<file path="src/rtl/calc_tx_queue.sv">
// Result-word FIFO feeding an MSB-first serial transmitter with a programmable bit clock.
// Optional even-parity bit after the LSB when CALC_TX_PARITY_EN is defined.
module calc_tx_queue #(
  parameter int unsigned DATA_W = 32,
  parameter int unsigned DEPTH  = 4,
  parameter int unsigned DIV_W  = 8
) (
  input  logic                     Clk,
  input  logic                     Reset,
  input  logic [DATA_W-1:0]        DataIn,
  input  logic                     Push,
  input  logic                     ConfigDiv,
  input  logic [DIV_W-1:0]         Din,
  output logic                     Full,
  output logic                     Empty,
  output logic [$clog2(DEPTH):0]   Count,
  output logic                     ClkTx,
  output logic                     DOutValid,
  output logic                     DataOut,
  output logic                     TxDone,
  output logic                     Busy,
  output logic                     Overflow
);

  localparam int unsigned AW = $clog2(DEPTH);
  localparam int unsigned CW = AW + 1;
  localparam int unsigned PW = DIV_W + 1;
`ifdef CALC_TX_PARITY_EN
  localparam int unsigned FRAME_W = DATA_W + 1;
`else
  localparam int unsigned FRAME_W = DATA_W;
`endif
  localparam int unsigned BW = $clog2(FRAME_W);

  localparam logic [1:0] S_IDLE  = 2'd0;
  localparam logic [1:0] S_LOAD  = 2'd1;
  localparam logic [1:0] S_SHIFT = 2'd2;
  localparam logic [1:0] S_DONE  = 2'd3;

  logic [DATA_W-1:0]  mem [DEPTH];
  logic [AW-1:0]      wr_ptr;
  logic [AW-1:0]      rd_ptr;
  logic [CW-1:0]      count_nxt;
  logic               push_ok;
  logic               pop;

  logic [1:0]         state;
  logic [1:0]         state_nxt;
  logic [FRAME_W-1:0] shreg;
  logic [FRAME_W-1:0] shreg_nxt;
  logic [FRAME_W-1:0] load_word;
  logic [PW-1:0]      cyc;
  logic [PW-1:0]      cyc_nxt;
  logic [PW-1:0]      period_last;
  logic [BW-1:0]      bit_idx;
  logic [BW-1:0]      bit_nxt;
  logic [DIV_W-1:0]   div;

  logic               valid_nxt;
  logic               data_nxt;
  logic               clk_tx_nxt;
  logic               done_nxt;
  logic               busy_nxt;

  // Words pushed while full are dropped, regardless of a same-edge pop.
  assign push_ok   = Push & ~Full;
  assign count_nxt = Count + CW'(push_ok) - CW'(pop);

`ifdef CALC_TX_PARITY_EN
  assign load_word = {mem[rd_ptr], ^mem[rd_ptr]};
`else
  assign load_word = mem[rd_ptr];
`endif

  assign period_last = {div, 1'b0} - PW'(1);

  always_ff @(posedge Clk) begin
    if (!Reset && push_ok) begin
      mem[wr_ptr] <= DataIn;
    end
  end

  // FIFO pointers and registered status.
  always_ff @(posedge Clk) begin
    if (Reset) begin
      wr_ptr   <= '0;
      rd_ptr   <= '0;
      Count    <= '0;
      Empty    <= 1'b1;
      Full     <= 1'b0;
      Overflow <= 1'b0;
    end else begin
      if (push_ok) wr_ptr <= wr_ptr + AW'(1);
      if (pop)     rd_ptr <= rd_ptr + AW'(1);
      Count <= count_nxt;
      Empty <= (count_nxt == '0);
      Full  <= (count_nxt == CW'(DEPTH));
      if (Push && Full) Overflow <= 1'b1;
    end
  end

  // Next-state and next-output logic; outputs are registered from the next-state view.
  always_comb begin
    state_nxt = state;
    shreg_nxt = shreg;
    cyc_nxt   = cyc;
    bit_nxt   = bit_idx;
    pop       = 1'b0;
    case (state)
      S_IDLE: begin
        if (!Empty) state_nxt = S_LOAD;
      end
      S_LOAD: begin
        pop       = 1'b1;
        shreg_nxt = load_word;
        cyc_nxt   = '0;
        bit_nxt   = '0;
        state_nxt = S_SHIFT;
      end
      S_SHIFT: begin
        if (cyc == period_last) begin
          if (bit_idx == BW'(FRAME_W - 1)) begin
            state_nxt = S_DONE;
          end else begin
            cyc_nxt   = '0;
            bit_nxt   = bit_idx + BW'(1);
            shreg_nxt = {shreg[FRAME_W-2:0], 1'b0};
          end
        end else begin
          cyc_nxt = cyc + PW'(1);
        end
      end
      S_DONE: begin
        state_nxt = S_IDLE;
      end
      default: begin
        state_nxt = S_IDLE;
      end
    endcase

    valid_nxt  = (state_nxt == S_SHIFT);
    data_nxt   = valid_nxt & shreg_nxt[FRAME_W-1];
    clk_tx_nxt = valid_nxt & (cyc_nxt >= {1'b0, div});
    done_nxt   = (state_nxt == S_DONE);
    busy_nxt   = (state_nxt != S_IDLE);
  end

  // FSM state, transmit datapath and divider register.
  always_ff @(posedge Clk) begin
    if (Reset) begin
      state     <= S_IDLE;
      shreg     <= '0;
      cyc       <= '0;
      bit_idx   <= '0;
      div       <= DIV_W'(1);
      ClkTx     <= 1'b0;
      DOutValid <= 1'b0;
      DataOut   <= 1'b0;
      TxDone    <= 1'b0;
      Busy      <= 1'b0;
    end else begin
      state     <= state_nxt;
      shreg     <= shreg_nxt;
      cyc       <= cyc_nxt;
      bit_idx   <= bit_nxt;
      ClkTx     <= clk_tx_nxt;
      DOutValid <= valid_nxt;
      DataOut   <= data_nxt;
      TxDone    <= done_nxt;
      Busy      <= busy_nxt;
      // A zero divider would stall the bit counter, so it is promoted to 1.
      if (ConfigDiv && !Busy) begin
        div <= (Din == '0) ? DIV_W'(1) : Din;
      end
    end
  end

endmodule

</file>
<file path="config.mk">
export PLATFORM = sky130hd
export DESIGN_NAME = calc_tx_queue
export DESIGN_NICKNAME = d
export VERILOG_FILES = /design/src/rtl/calc_tx_queue.sv
export SDC_FILE = /design/constraint.sdc
export NUM_CORES = 1
export LEC_CHECK = 0
export CAP_MARGIN = 15
export CORE_ASPECT_RATIO = 0.7
export CORE_MARGIN = 2
export CORE_UTILIZATION = 55
export CTS_BUF_LIST = sky130_fd_sc_hd__clkbuf_4 sky130_fd_sc_hd__clkbuf_8
export DETAILED_ROUTE_END_ITERATION = 7
export PLACE_DENSITY = 0.84
export SLEW_MARGIN = 25
export SYNTH_ARGS = -nofsm -noshare
export SYNTH_HDL_FRONTEND = slang
export SYNTH_SLANG_ARGS = --single-unit
</file>
<file path="constraint.sdc">
create_clock -name Clk -period 3.7 [get_ports Clk]
set_input_delay 0.74 -clock Clk [delete_from_list [all_inputs] [get_ports Clk]]
set_output_delay 0.74 -clock Clk [all_outputs]
set_load 0.03 [all_outputs]
</file>
**Word level (Yosys, flattened, before mapping)**

Memories as Yosys holds them, arrays and structs flattened. A register that Yosys moved wholly into a read port is not among the register bits.
Cells that the tools add are included.

- Flip-flop bits (word level): 71
- RAM bits: 128
- Bits of input ports: 44
- Output and inout bits: 11
- Word-level logic and storage cells: 70
- Memories: 1

Memories:

| memory | words | width | rd ports | clocked after memory_dff | write ports | RTL line | text |
|---|---|---|---|---|---|---|---|
| mem | 4 | 32 | 1 | 1 | 1 | 40 | `logic [DATA_W-1:0] mem [DEPTH];` |

- $add $sub $neg: 7
- Order comparisons: 1
- Equality and inequality tests: 10
- Multiplexer cells: 19
- Bitwise logic cells: 4
- Reductions and logical operators: 11

Operators with widths:

| kind | count |
|---|---|
| 32-bit two-way mux | 2 |
| 32-bit case mux with 2 select lines | 1 |
| 9-bit two-way mux | 2 |
| 9-bit case mux with 2 select lines | 1 |
| 2-bit two-way mux | 5 |
| 5-bit two-way mux | 2 |
| 5-bit case mux with 2 select lines | 1 |
| 9-bit by 1-bit adder with 9-bit output (second input constant) | 1 |
| 9-bit == test | 1 |
| 9-bit by 8-bit greater-or-equal comparator with 1-bit output | 1 |
| 9-bit by 1-bit subtractor with 9-bit output (second input constant) | 1 |
| 2-bit == test (second input constant) | 4 |
| 8-bit zero test | 1 |
| 8-bit two-way mux | 1 |
| 2-bit case mux with 4 select lines | 1 |
| 5-bit by 1-bit adder with 5-bit output (second input constant) | 1 |
| 5-bit == test (second input constant) | 1 |
| 2-bit by 1-bit adder with 2-bit output (second input constant) | 2 |
| 2-bit inequality test (second input constant) | 2 |
| 2-bit nonzero test | 2 |
| 3-bit by 1-bit adder with 3-bit output | 1 |
| 1-bit bitwise AND | 3 |
| 3-bit == test (second input constant) | 1 |
| 1-bit logical AND | 3 |
| other kinds (8) | 11 |

**Depth between registers and ports, before layout**

- Depth after elaboration: 6
- Gate-level depth with buffers: 15
- Mapped depth without buffers: 14

**Worst setup path before layout**

No wires, ideal clock.

- Path kind: reg-to-reg
- Start point: register div[0]
- End point: register ClkTx
- Data arrival time: 3.544 ns
- Setup slack: 0.012 ns
- Stages on the path, launching flop included: 15
- Buffers on the path: 0
- Clock period less this slack: 3.688 ns
- Cell sequence: dfxtp_1 inv_1 ha_1 or3b_1 or4_1 a211o_1 a211oi_2 mux2_2 nand2_1 ha_1 a21o_1 a211oi_1 o21ai_0 a21oi_1 a31oi_1

- Longest elaborated chain between the ends: 6
- Elaborated cells on any way between the ends: 9

RTL lines:

| what | RTL line | text |
|---|---|---|
| start, declared | 57 | `logic [DIV_W-1:0] div;` |
| start signal, assigned | 173 | `div <= (Din == '0) ? DIV_W'(1) : Din;` |
| 9-bit by 1-bit subtractor with 9-bit output | 75 | `assign period_last = {div, 1'b0} - PW'(1);` |
| 9-bit == test | 121 | `if (cyc == period_last) begin` |
| 9-bit two-way mux | 121 |  |
| 9-bit case mux with 2 select lines | 109 | `case (state)` |
| named net cyc_nxt[4] | 53 | `logic [PW-1:0] cyc_nxt;` |
| 9-bit by 8-bit greater-or-equal comparator with 1-bit output | 143 | `clk_tx_nxt = valid_nxt & (cyc_nxt >= {1'b0, div});` |
| 1-bit bitwise AND | 143 |  |
| end signal, assigned | 166 | `ClkTx <= clk_tx_nxt;` |
| end, declared | 17 | `output logic ClkTx,` |

The timed path passes the listed nets, and every way through them passes these cells.
A chain may end at the register's enable or synchronous reset.

**Final worst setup path**

- Start point: register div[0]
- End point: register ClkTx

- Longest elaborated chain between the ends: 6
- Elaborated cells on any way between the ends: 9

RTL lines:

| what | RTL line |
|---|---|
| 9-bit by 1-bit subtractor with 9-bit output | 75 |
| 9-bit == test | 121 |
| 9-bit two-way mux / 2-bit two-way mux (equally long branches) | 121 |
| 9-bit case mux with 2 select lines / 2-bit case mux with 4 select lines (equally long branches) | 109 |
| 9-bit by 8-bit greater-or-equal comparator with 1-bit output / 2-bit == test (equally long branches) | 143, 141 |
| 1-bit bitwise AND (*) | 143 |

Mark *: on every way between the ends. The rest lies on a longest branch, timed or not.

==> reports/metrics.yaml <==
outcome:
  status: "finished, final reports clean"
drt:
  wirelength_um: 18100
  drcViolationCount: 0
  drt_pass1_iterations: 4
  ant_nets: 0
  wl_per_cell_um: 19.7
  viasPerCell: 6.08
  drtIter0Drc: 404
  num_vias: 5584
layout:
  drive_above_1_share: 0.220
  nets: 761
  area_growth_pct: 16.3
  diodes: 0
floorplan:
  die_h_um: 109
  ios: 55
  std_cell_rows: 38
  dieArea_um2: 16900
  die_x_um: 154
  coreArea_um2: 15500
  initial_core_util: 0.561
synthesis:
  synth_area_um2: 8700
  syn_area_per_cell_um2: 13.8
  synth_seq_cells: 201
  synth_cell_types: 58
  syn_inst: 629
  yosysWarnings: 0
  ys.flop_type: "edfxtp_1"
  synth_enable_flop_cells: 128
  synthArstFlopShare: 0
  synth_nets: 695
  seq_area_frac_synth: 0.610
clock_network:
  cts_tree: "yes"
  cts_hold_buffers: 0
  cts_root_buf: "clkbuf_8"
  worstSkewPairLatency_ns: 0.54
  cts_buffer_depth: 3
  numCtsBuffers: 29
  htree_levels: 1
  cts_sinks: 201
  clk_pin_slew_worst_paths_ns: 0.07
worst_setup_path:
  critical_path_class: "register to register"
  path_common_cell: "a31oi_1"
  r2r-start: "div[0]"
  critPathLaunchType: "register"
  reg2reg_setup_slack_ns: 0.18
  crit_slowest_cell: "or4_1"
  r2r-end: "ClkTx"
  end_kind: "register"
  crit_arrival_ns: 3.92
  cp_top_family: "compound AO/OA/AOI/OAI gates"
  worstPathCellList: "inv_1 -> ha_2 -> or3b_4 -> or4_1 -> a211o_1 -> a211o_2 -> o21ai_2 -> a31oi_1 -> ha_1 -> nand2b_1 -> a211oi_2 -> o21ai_1 -> a21oi_1 -> a31oi_1"
  r2r_cells: 14
  cpPeakStageDelay_ns: 0.40
  cp.required_ns: 4.10
  crit_buf_inv: 1
  crit_fanout: 3
power:
  vdd_drop_max_uv: 404
  power_density_nw_per_um2: 650
  p_leak_nw: 3.39
timing:
  setup_viol: 0
  timing.final.ws_setup_ns: 0.181
  hold_violations: 0
  layout_worst_path_cycle_share: 0.951
  finalClockSkew_ns: 0.0129
  drv_slew: 0
  fmax_ghz: 0.284
  max_slew.worst_pin.slew_ns: 0.819
  setup_tns_ns: 0
  finalCriticalPeriod_ns: 3.52
  slew_headroom: 0.454
job:
  max_cap_violations: 0
grt:
  grt_pass1_wl_um: 28900
  grt_start_max_net_pins: 60
  track_usage: 0.219
  grt-ovfl-total: 0
  grt_pass1_vias: 5693
  grt_antenna_before_repair: 0
place:
  io_buffer_count: 54
  pre_cts_slack_ns: 0.0224
  globalplace.congestion: 0.935
  dp_hpwl_um: 11100
min_path:
  hp-start: "bit_idx[4]"
  hold_path_class: "register to register"
  hold_depth: 2
  hold_end: "bit_idx[4]"
[how the worst max path moves through the flow]
stage | start | to | slack [ns] | cells past startpoint
2_1_floorplan | div[0] | ClkTx | 0.01 | 14
3_3_place_gp | div[1] | ClkTx | 0.09 | 14
3_5_place_dp | div[1] | ClkTx | 0.02 | 14
4_1_cts | div[1] | ClkTx | 0.007 | 14
5_1_grt | div[1] | ClkTx | -0.02 | 16
6_report | div[0] | ClkTx | 0.18 | 14
[through the flow]
stage                     instances  hold WS [ns]  utilization  instance area (um2)  total power, mW
after floorplan                 629         0.446            -                 8700             4.31
after global placement          862         0.448        0.610                 9450             4.75
after detailed placement        862         0.466        0.610                 9450             4.83
after CTS                       916         0.475        0.648                10000             6.59
after global routing            918         0.506        0.653                10100             6.92
final                           918         0.476        0.653                10100             6.58
[routing by layer]
metal | share of wire | GRT usage
met5 | 0 | 0
met4 | 0.016 | 0.0688
met3 | 0.067 | 0.0393
met2 | 0.47 | 0.356
met1 | 0.45 | 0.305
[placed cells by master, fill, tap and decap left out, drive strengths merged, types with 4 or more instances in the layout]
cell type and instances:
a211oi 4, a21oi 20, a221oi 30, a22oi 31
a31oi 7, and3 9, buf 26, clkbuf 47
clkdlybuf4s50 53, clkinv 6, dfxtp 73, edfxtp 128
ha 21, inv 22, mux2i 5, mux4 32
nand2 35, nand2b 11, nand3 21, nor2 52
nor2b 12, nor3 5, o21ai 8, or3 4
or4 4, xnor2 7, xor2 6
[logic make-up (layout without fill, tap and decap cells)]
| kind of cell | after synthesis | count (layout) | share of synthesized area |
|---|---|---|---|
| flip-flops | 201 | 201 | 0.610 |
| adder cells (fa/ha/maj) | 22 | 22 | 0.0325 |
| buffers and inverters | 66 | 155 | 0.0338 |
| multiplexers | 40 | 40 | 0.0925 |
| AND/OR/NAND/NOR | 164 | 164 | 0.0903 |
| XOR/XNOR | 13 | 13 | 0.0131 |
| AO/OA/AOI/OAI | 123 | 123 | 0.128 |
[flip-flops by register name, summed over array words and instances, names as in the netlist, named ones only]
register   flops
mem          128
Overflow       1
Count          3
rd_ptr         2
shreg         32
cyc            9
div            8
DataOut        1
Empty          1
ClkTx          1
wr_ptr         2
DOutValid      1
bit_idx        5
state          2
Busy           1
Full           1
TxDone         1
[worst reg2reg max path: stages, from the launching register on]
cell and delay (ns):
dfxtp_1 0.31, inv_1 0.09, ha_2 0.19, or3b_4 0.38
or4_1 0.41, a211o_1 0.31, a211o_2 0.34, o21ai_2 0.15
a31oi_1 0.11, ha_1 0.33, nand2b_1 0.15, a211oi_2 0.24
o21ai_1 0.11, a21oi_1 0.17, a31oi_1 0.10
[layout make-up]
| cell class | count | area (um2) |
|---|---|---|
| fillers | 1105 | 5380 |
| flip-flops and latches | 201 | 5310 |
| multi-input cells | 362 | 3160 |
| repair buffers | 79 | 723 |
| clock buffers | 47 | 566 |
| well taps | 200 | 250 |
| inverters | 22 | 82.6 |
| clock inverters | 7 | 32.5 |
[power breakdown]
group | total (mW) | switching (mW) | internal, mW
combinational | 1.99 | 1.13 | 0.866
sequential | 2.82 | 0.162 | 2.66
clock | 1.76 | 0.800 | 0.964
[cells in the mapped netlist (all sizes together), types with 2 or more instances]
cell type | number | area (um2)
mux4 | 32 | 721
o31ai | 2 | 15.0
inv | 22 | 82.6
ha | 21 | 263
and2 | 2 | 12.5
nand2b | 11 | 68.8
nor4 | 3 | 18.8
mux2 | 3 | 33.8
xnor2 | 7 | 61.3
nor2 | 52 | 195
o311ai | 2 | 17.5
nor3 | 5 | 25.0
nand3 | 21 | 105
xor2 | 6 | 52.6
clkbuf | 28 | 113
or3 | 4 | 25.0
a31oi | 7 | 43.8
a211o | 2 | 18.8
buf | 16 | 98.9
dfxtp | 73 | 1460
and3 | 9 | 56.3
mux2i | 5 | 50.1
nand4 | 3 | 18.8
or4 | 4 | 30.0
o21a | 2 | 15.0
a21oi | 20 | 100
edfxtp | 128 | 3840
nor2b | 12 | 75.1
a221oi | 30 | 425
nand2 | 35 | 131
a22oi | 31 | 248
o31a | 3 | 26.3
a211oi | 4 | 35.0
o21ai | 8 | 40.0
[what timing repair did]
action / CTS / global route
buffers inserted: 0 / 2
endpoints found under the setup margin: 1 / 1
pin swaps: 0 / 4
gates resized for setup: 1 / 12
Note: power is estimated with default switching activity, not from simulation.
